File: src/rtl/fpga_100hz_pkg.sv
// rtl/fpga_100hz_pkg.sv - shared constants, FSM encoding and range helper for the 100Hz monitor
package fpga_100hz_pkg;

    localparam int CYCLES_PER_100HZ = 250000;
    localparam int CNT_W            = 18;
    localparam logic [CNT_W-1:0] CNT_MAX = 18'h3FFFF;

    typedef enum logic [1:0] {
        IDLE = 2'd0,
        MEAS = 2'd1,
        LOCK = 2'd2
    } mon_state_e;

    function automatic logic in_range(input logic [CNT_W-1:0] period, input int nominal, input int tol);
        int diff;
        diff = int'(period) - nominal;
        return (diff >= -tol) && (diff <= tol);
    endfunction

endpackage

File: src/rtl/fpga_100hz_monitor_if.sv
// rtl/fpga_100hz_monitor_if.sv - reference input, clear and status bundle of the 100Hz monitor
interface fpga_100hz_monitor_if;
    import fpga_100hz_pkg::*;

    logic             clk100hz_in;
    logic             clr;
    logic             tick_pulse;
    logic [31:0]      tick_count;
    logic [CNT_W-1:0] period_cycles;
    logic             locked;
    logic             period_err;
    logic             lost_err;

    modport master (
        input  clk100hz_in, clr,
        output tick_pulse, tick_count, period_cycles, locked, period_err, lost_err
    );

    modport slave (
        output clk100hz_in, clr,
        input  tick_pulse, tick_count, period_cycles, locked, period_err, lost_err
    );

endinterface

File: src/rtl/fpga_sync_edge.sv
// rtl/fpga_sync_edge.sv - synchronizer, optional glitch filter (FPGA_100HZ_MON_GLITCH_FILTER_EN), rise detect
module fpga_sync_edge #(
    parameter int SYNC_STAGES = 2,
    parameter int FILT_LEN    = 8
) (
    input  logic clk25mhz,
    input  logic reset_n,
    input  logic din,
    output logic rise
);

    if (SYNC_STAGES < 2 || FILT_LEN < 1) begin : g_bad_cfg
        $error("fpga_sync_edge: SYNC_STAGES must be >= 2 and FILT_LEN >= 1");
    end

    logic [SYNC_STAGES-1:0] sync_q, sync_d;
    logic                   prev_q, prev_d;
    logic                   sync_lvl;
    logic                   lvl;

    assign sync_lvl = sync_q[SYNC_STAGES-1];

`ifdef FPGA_100HZ_MON_GLITCH_FILTER_EN
    localparam int FILT_CNT_W = $clog2(FILT_LEN + 1);

    logic                  filt_q, filt_d;
    logic [FILT_CNT_W-1:0] filt_cnt_q, filt_cnt_d;

    // The filtered level flips only once the synchronized level has disagreed for FILT_LEN cycles in a row.
    always_comb begin
        filt_d     = filt_q;
        filt_cnt_d = '0;
        if (sync_lvl != filt_q) begin
            if (filt_cnt_q == FILT_CNT_W'(FILT_LEN - 1)) begin
                filt_d = sync_lvl;
            end else begin
                filt_cnt_d = filt_cnt_q + 1'b1;
            end
        end
    end

    always_ff @(posedge clk25mhz or negedge reset_n) begin
        if (!reset_n) begin
            filt_q     <= 1'b0;
            filt_cnt_q <= '0;
        end else begin
            filt_q     <= filt_d;
            filt_cnt_q <= filt_cnt_d;
        end
    end

    assign lvl = filt_q;
`else
    assign lvl = sync_lvl;
`endif

    always_comb begin
        sync_d = {sync_q[SYNC_STAGES-2:0], din};
        prev_d = lvl;
    end

    always_ff @(posedge clk25mhz or negedge reset_n) begin
        if (!reset_n) begin
            sync_q <= '0;
            prev_q <= 1'b0;
        end else begin
            sync_q <= sync_d;
            prev_q <= prev_d;
        end
    end

    assign rise = lvl & ~prev_q;

endmodule

File: src/rtl/fpga_100hz_monitor.sv
// rtl/fpga_100hz_monitor.sv - 100Hz reference period monitor with lock/loss detection and tick counter
// Glitch filter enabled by defining FPGA_100HZ_MON_GLITCH_FILTER_EN.
module fpga_100hz_monitor
    import fpga_100hz_pkg::*;
#(
    parameter int NOMINAL_CYCLES = CYCLES_PER_100HZ,
    parameter int TOL_CYCLES     = 250,
    parameter int LOCK_COUNT     = 4,
    parameter int SYNC_STAGES    = 2,
    parameter int FILT_LEN       = 8
) (
    input  logic                  clk25mhz,
    input  logic                  reset_n,
    fpga_100hz_monitor_if.master  mon
);

    localparam int GOOD_W = $clog2(LOCK_COUNT + 1);

    if (NOMINAL_CYCLES + TOL_CYCLES >= 262143 || LOCK_COUNT < 1) begin : g_bad_cfg
        $error("fpga_100hz_monitor: period window exceeds counter range or LOCK_COUNT < 1");
    end

    logic             rise;
    mon_state_e       state_q, state_d;
    logic [CNT_W-1:0] cnt_q, cnt_d;
    logic [GOOD_W-1:0] good_q, good_d;
    logic             tick_pulse_q, tick_pulse_d;
    logic [31:0]      tick_count_q, tick_count_d;
    logic [CNT_W-1:0] period_q, period_d;
    logic             locked_q, locked_d;
    logic             period_err_q, period_err_d;
    logic             lost_err_q, lost_err_d;
    logic             perr_set, lost_set;

    fpga_sync_edge #(
        .SYNC_STAGES (SYNC_STAGES),
        .FILT_LEN    (FILT_LEN)
    ) u_sync_edge (
        .clk25mhz (clk25mhz),
        .reset_n  (reset_n),
        .din      (mon.clk100hz_in),
        .rise     (rise)
    );

    always_comb begin
        state_d  = state_q;
        cnt_d    = cnt_q;
        good_d   = good_q;
        period_d = period_q;
        perr_set = 1'b0;
        lost_set = 1'b0;
        unique case (state_q)
            IDLE: begin
                cnt_d = '0;
                if (rise) begin
                    state_d = MEAS;
                    cnt_d   = CNT_W'(1);
                    good_d  = '0;
                end
            end
            MEAS, LOCK: begin
                if (rise) begin
                    cnt_d    = CNT_W'(1);
                    period_d = cnt_q;
                    if (in_range(cnt_q, NOMINAL_CYCLES, TOL_CYCLES)) begin
                        if (state_q == MEAS) begin
                            good_d = good_q + 1'b1;
                            if (good_q + 1'b1 == GOOD_W'(LOCK_COUNT)) begin
                                state_d = LOCK;
                            end
                        end
                    end else begin
                        state_d  = MEAS;
                        good_d   = '0;
                        perr_set = 1'b1;
                    end
                end else if (cnt_q == CNT_MAX) begin
                    // Counter stays saturated for this cycle; IDLE zeroes it on the next.
                    state_d  = IDLE;
                    good_d   = '0;
                    lost_set = 1'b1;
                end else begin
                    cnt_d = cnt_q + 1'b1;
                end
            end
            default: begin
                state_d = IDLE;
                cnt_d   = '0;
                good_d  = '0;
            end
        endcase

        tick_pulse_d = rise;
        locked_d     = (state_q == LOCK);
        // clr has priority over a coincident edge and any coincident error.
        if (mon.clr) begin
            tick_count_d = '0;
            period_err_d = 1'b0;
            lost_err_d   = 1'b0;
        end else begin
            tick_count_d = rise ? tick_count_q + 1'b1 : tick_count_q;
            period_err_d = period_err_q | perr_set;
            lost_err_d   = lost_err_q | lost_set;
        end
    end

    always_ff @(posedge clk25mhz or negedge reset_n) begin
        if (!reset_n) begin
            state_q      <= IDLE;
            cnt_q        <= '0;
            good_q       <= '0;
            tick_pulse_q <= 1'b0;
            tick_count_q <= '0;
            period_q     <= '0;
            locked_q     <= 1'b0;
            period_err_q <= 1'b0;
            lost_err_q   <= 1'b0;
        end else begin
            state_q      <= state_d;
            cnt_q        <= cnt_d;
            good_q       <= good_d;
            tick_pulse_q <= tick_pulse_d;
            tick_count_q <= tick_count_d;
            period_q     <= period_d;
            locked_q     <= locked_d;
            period_err_q <= period_err_d;
            lost_err_q   <= lost_err_d;
        end
    end

    assign mon.tick_pulse    = tick_pulse_q;
    assign mon.tick_count    = tick_count_q;
    assign mon.period_cycles = period_q;
    assign mon.locked        = locked_q;
    assign mon.period_err    = period_err_q;
    assign mon.lost_err      = lost_err_q;

endmodule

File: src/flat_wrapper.sv
// flat-port wrapper written by rule: the top's interface ports become plain ports
module fpga_100hz_monitor_flat import fpga_100hz_pkg::*;
#(
    parameter int NOMINAL_CYCLES = CYCLES_PER_100HZ,
    parameter int TOL_CYCLES     = 250,
    parameter int LOCK_COUNT     = 4,
    parameter int SYNC_STAGES    = 2,
    parameter int FILT_LEN       = 8
)
  (clk25mhz, reset_n, mon_clk100hz_in, mon_clr, mon_tick_pulse, mon_tick_count, mon_period_cycles, mon_locked, mon_period_err, mon_lost_err);
  fpga_100hz_monitor_if mon_i ();
  input  logic clk25mhz;
  input  logic reset_n;
  input wire logic [$bits(mon_i.clk100hz_in)-1:0] mon_clk100hz_in;
  input wire logic [$bits(mon_i.clr)-1:0] mon_clr;
  output wire logic [$bits(mon_i.tick_pulse)-1:0] mon_tick_pulse;
  output wire logic [$bits(mon_i.tick_count)-1:0] mon_tick_count;
  output wire logic [$bits(mon_i.period_cycles)-1:0] mon_period_cycles;
  output wire logic [$bits(mon_i.locked)-1:0] mon_locked;
  output wire logic [$bits(mon_i.period_err)-1:0] mon_period_err;
  output wire logic [$bits(mon_i.lost_err)-1:0] mon_lost_err;
  assign mon_i.clk100hz_in = mon_clk100hz_in;
  assign mon_i.clr = mon_clr;
  assign mon_tick_pulse = mon_i.tick_pulse;
  assign mon_tick_count = mon_i.tick_count;
  assign mon_period_cycles = mon_i.period_cycles;
  assign mon_locked = mon_i.locked;
  assign mon_period_err = mon_i.period_err;
  assign mon_lost_err = mon_i.lost_err;
  fpga_100hz_monitor #(.NOMINAL_CYCLES(NOMINAL_CYCLES), .TOL_CYCLES(TOL_CYCLES), .LOCK_COUNT(LOCK_COUNT), .SYNC_STAGES(SYNC_STAGES), .FILT_LEN(FILT_LEN)) u_core (.clk25mhz(clk25mhz), .reset_n(reset_n), .mon(mon_i));
endmodule
File: config.mk
export PLATFORM = sky130hd
export DESIGN_NAME = fpga_100hz_monitor_flat
export DESIGN_NICKNAME = d
export VERILOG_FILES = /design/src/rtl/fpga_100hz_pkg.sv /design/src/rtl/fpga_100hz_monitor_if.sv /design/src/rtl/fpga_sync_edge.sv /design/src/rtl/fpga_100hz_monitor.sv /design/src/flat_wrapper.sv
export SDC_FILE = /design/constraint.sdc
export NUM_CORES = 1
export LEC_CHECK = 0
export ABC_AREA = 1
export CORE_MARGIN = 2
export CORE_UTILIZATION = 50
export CTS_BUF_LIST = sky130_fd_sc_hd__clkbuf_8
export CTS_CLUSTER_SIZE = 28
export DETAILED_ROUTE_END_ITERATION = 8
export PLACE_DENSITY_LB_ADDON = 0.2
export SLEW_MARGIN = 20
export SYNTH_ARGS = -nofsm -noshare
export SYNTH_HDL_FRONTEND = slang
export SYNTH_SLANG_ARGS = --single-unit
export TNS_END_PERCENT = 10
File: constraint.sdc
create_clock -name clk25mhz -period 2.3 [get_ports clk25mhz]
set_input_delay 0.575 -clock clk25mhz [delete_from_list [all_inputs] [get_ports clk25mhz]]
set_output_delay 0.575 -clock clk25mhz [all_outputs]
set_load 0.01 [all_outputs]
==> results of run 1 <==
-- metrics by stage --
step / total power (W) / util (%) / cells / setup TNS [ns]
CTS: 0.003005 / 61.74 / 821 / 0
global placement: 0.002012 / 59.77 / 805 / 0
global route: 0.003166 / 62.68 / 827 / -0.09380
finish: 0.003009 / 62.68 / 827 / 0
floorplan: 0.001827 / - / 637 / 0
detailed placement: 0.002028 / 59.77 / 805 / 0
-- cell usage after synthesis, drive strengths merged --
cell type  count
a21boi         1
o21ai         48
o2111ai        1
nor4          12
nor3b          1
a21oi         22
nor2          80
inv           72
nand3b         3
o21a           1
a22oi          4
nand4         15
nand2        164
xor2          12
clkbuf         8
nand3         49
a2bb2oi        1
o41ai          1
or2            1
clkinv         3
dfrtp         80
ha            13
xnor2          3
buf            5
o31ai          9
nor3          28
-- power groups by stage --
stage / clock (W) / sequential, W / combinational, W
floorplan: 0 / 0.00153 / 0.000292
finish: 0.000983 / 0.00150 / 0.000522
CTS: 0.00100 / 0.00151 / 0.000497
detailed placement: 0 / 0.00153 / 0.000497
global placement: 0 / 0.00153 / 0.000481
global route: 0.00107 / 0.00151 / 0.000588
-- worst max-delay path: cells and delay by family, from the launching register on --
kind	cells	cell delay (ns)
simple gates	10	1.24
flops	1	0.40
fa+ha+maj	1	0.18
buf+inv	2	0.15
compound gates	1	0.09
-- state kept, by name (all words and copies together) (netlist names) --
name,count
u_core.mon.tick_count,32
u_core.good_q,3
u_core.mon.tick_pulse,1
u_core.mon.period_err,1
u_core.mon.lost_err,1
u_core.u_sync_edge.sync_q,2
u_core.state_q,2
u_core.mon.locked,1
u_core.mon.period_cycles,18
u_core.cnt_q,18
u_core.u_sync_edge.prev_q,1
-- routing by layer --
layer	wire length (um)	GRT usage (%)
met3	459	3.106
met5	0	0
met2	6344	43.10
met1	5192	30.64
met4	352	11.95
-- final cells by class --
type	count	area, um2	area share [%]
Multi-Input combinational cell	469	2424	42.04
Clock inverter	6	43.79	0.7597
Tap cell	111	138.9	2.409
Timing Repair Buffer	76	735.7	12.76
Inverter	75	281.5	4.884
Clock buffer	10	137.6	2.388
Sequential cell	80	2003	34.75
-- timing repair --
item | in CTS | in global routing
setup buffers | 0 | 6
setup endpoints to repair | 0 | 16
hold endpoints to repair | 0 | 0
gates resized for setup | 0 | 19
-- path summary, 6_finish.rpt --
path                                                     end  slack, ns
worst min-delay path               u_core.mon.tick_count[12]       0.19
worst min register to register  u_core.u_sync_edge.sync_q[1]       0.36
max in group asynchronous          u_core.mon.tick_count[25]       1.51
min in group clk25mhz           u_core.u_sync_edge.sync_q[1]       0.36
worst max-delay path                        u_core.cnt_q[11]       0.16
worst max register to register              u_core.cnt_q[11]       0.16
-- cell families (layout without fill, tap and decap cells) --
kind of cell,count (synthesis),after routing,synth area share (%)
compound gates,88,88,10.52
xor+xnor,15,15,2.782
fa+ha+maj,13,13,3.444
buf+inv,88,167,7.152
flops,80,80,42.38
simple gates,353,353,33.72
==> impl_metrics.py, run 1 <==
metrics = {
    "critical_path": {
        "worstPathCellList": "ha_1 > nand2_1 > nor2_4 > nand2_2 > inv_2 > nand4_2 > or2_4 > nor2_4 > nand3_4 > nand2_1 > inv_2 > nor2_2 > nor2_1 > a21oi_2",
        "cp_slowest_cell": "dfrtp_1",
        "critPathKind": "register to register",
        "required_ns": 2.58,
        "reg2regPathDepth": 14,
        "crit_arrival_ns": 2.43,
        "slowest_delay_ns": 0.40,
        "crit_path_start": "u_core.cnt_q[0]",
        "r2r_start": "u_core.cnt_q[0]",
        "cp_max_fo": 8,
        "end_kind": "register",
        "worst_setup_path_start_kind": "register",
    },
    "power_and_ir_drop": {
        "internal-power_w": 0.002065,
        "ir_drop_mv": 0.2680,
        "combPwrFrac_pct": 17.4,
        "clkPwrFrac_pct": 32.7,
        "swShare_pct": 31.38,
        "powerDensity_nw_per_um2": 522.1,
        "leakage_nw": 2.458,
        "p_sw_w": 0.0009444,
        "pwr-share-seq_pct": 50.0,
    },
    "clock_tree": {
        "cts_buffers": 9,
        "ctsHoldBuffers": 0,
        "ctsHtreeMaxLevel": 3,
        "cts_tree": "yes",
        "cts_buffer_depth": 2,
        "cts_root_buf": "clkbuf_8",
        "clk_pin_slew_ns": 0.09,
        "clock_latency_ns": 0.36,
        "cts_sinks": 80,
    },
    "drt": {
        "drc": 0,
        "vias": 4524,
        "routed_wl_mm": 12.35,
        "drt-pass1-iter-count": 5,
        "wire_per_inst_um": 14.93,
        "viasPerCell": 5.470,
        "drtAntennaViolNets": 0,
        "drtIter0Drc": 294,
    },
    "sta": {
        "fin_ws_ns": 0.1555,
        "setup_viol": 0,
        "fin_crit_sh_pct": 93.24,
        "rsz0062_at_grt": "true",
        "drv_slew": 0,
        "finClkSkew_ns": 0.01138,
        "timing.fmax_mhz": 466.3,
        "max_slew_margin_pct": 63.82,
        "hold_viol": 0,
        "tightestPinTransition_ns": 0.5428,
        "period_minus_slack_ns": 2.144,
        "holdWs_ns": 0.1906,
    },
    "layout": {
        "area_delta_synth_final_pct": 22.04,
        "layout_commonest_cell": "nand2_1",
        "antenna_cells": 0,
        "n_fill_cell": 852,
        "mostFrequentLayoutCells": "nand2_1 (157), dfrtp_1 (79), nor2_1 (72), inv_1 (64), clkdlybuf4s50_1 (56)",
        "drive_gt1_share_pct": 10.75,
        "nets": 728,
        "fin_area_um2": 5764,
    },
    "die": {
        "die_w_um": 101.2,
        "die_area_um2": 10240,
        "rows": 35,
        "start_util_pct": 51.36,
        "die_height_um": 101.2,
        "ios": 58,
        "core_area_um2": 9196,
    },
    "yosys": {
        "yosysTopAreaCellShare_pct": 42.38,
        "yosysTopAreaCell": "dfrtp_1",
        "ys_warn_count": 0,
        "synth_nets": 654,
        "syn_inst": 637,
        "synth-seq-cells": 80,
        "synthDistinctLibCells": 36,
        "ys_top_cells_by_area": "dfrtp_1 (42%), nand2_1 (13%), nor2_1 (5.9%)",
        "postSynthAreaPerCell_um2": 7.415,
        "yosysSeqAreaShare_pct": 42.38,
        "synthesis.area_um2": 4723,
    },
    "grt": {
        "first_global_vias": 4255,
        "antenna_found_initial": 0,
        "globalRouteTotalUtil_pct": 24.82,
        "grt_pass1_wl_mm": 19.96,
        "grt_max_degree": 42,
        "overflow": 0,
    },
    "run": {
        "max_cap_viol_count": 0,
    },
    "place": {
        "gp_congestion": 0.9443,
        "io_buffers": 57,
        "dpl_worst_slack_ns": 0.07624,
        "dp_hpwl_mm": 9.152,
        "postPlaceCellArea_um2": 5497,
    },
    "run_status": {
        "status": "finished clean",
    },
    "worst_hold_path": {
        "hold_path_class": "primary input to asynchronous set/reset pin",
    },
}
(Power assumes the default switching activity.)
==> run 2: changes to the inputs <==
Settings changed: SLEW_MARGIN 20 to not set.
==> results of run 2 <==
Final layout, timing and power as in run 1 (identical DEF).
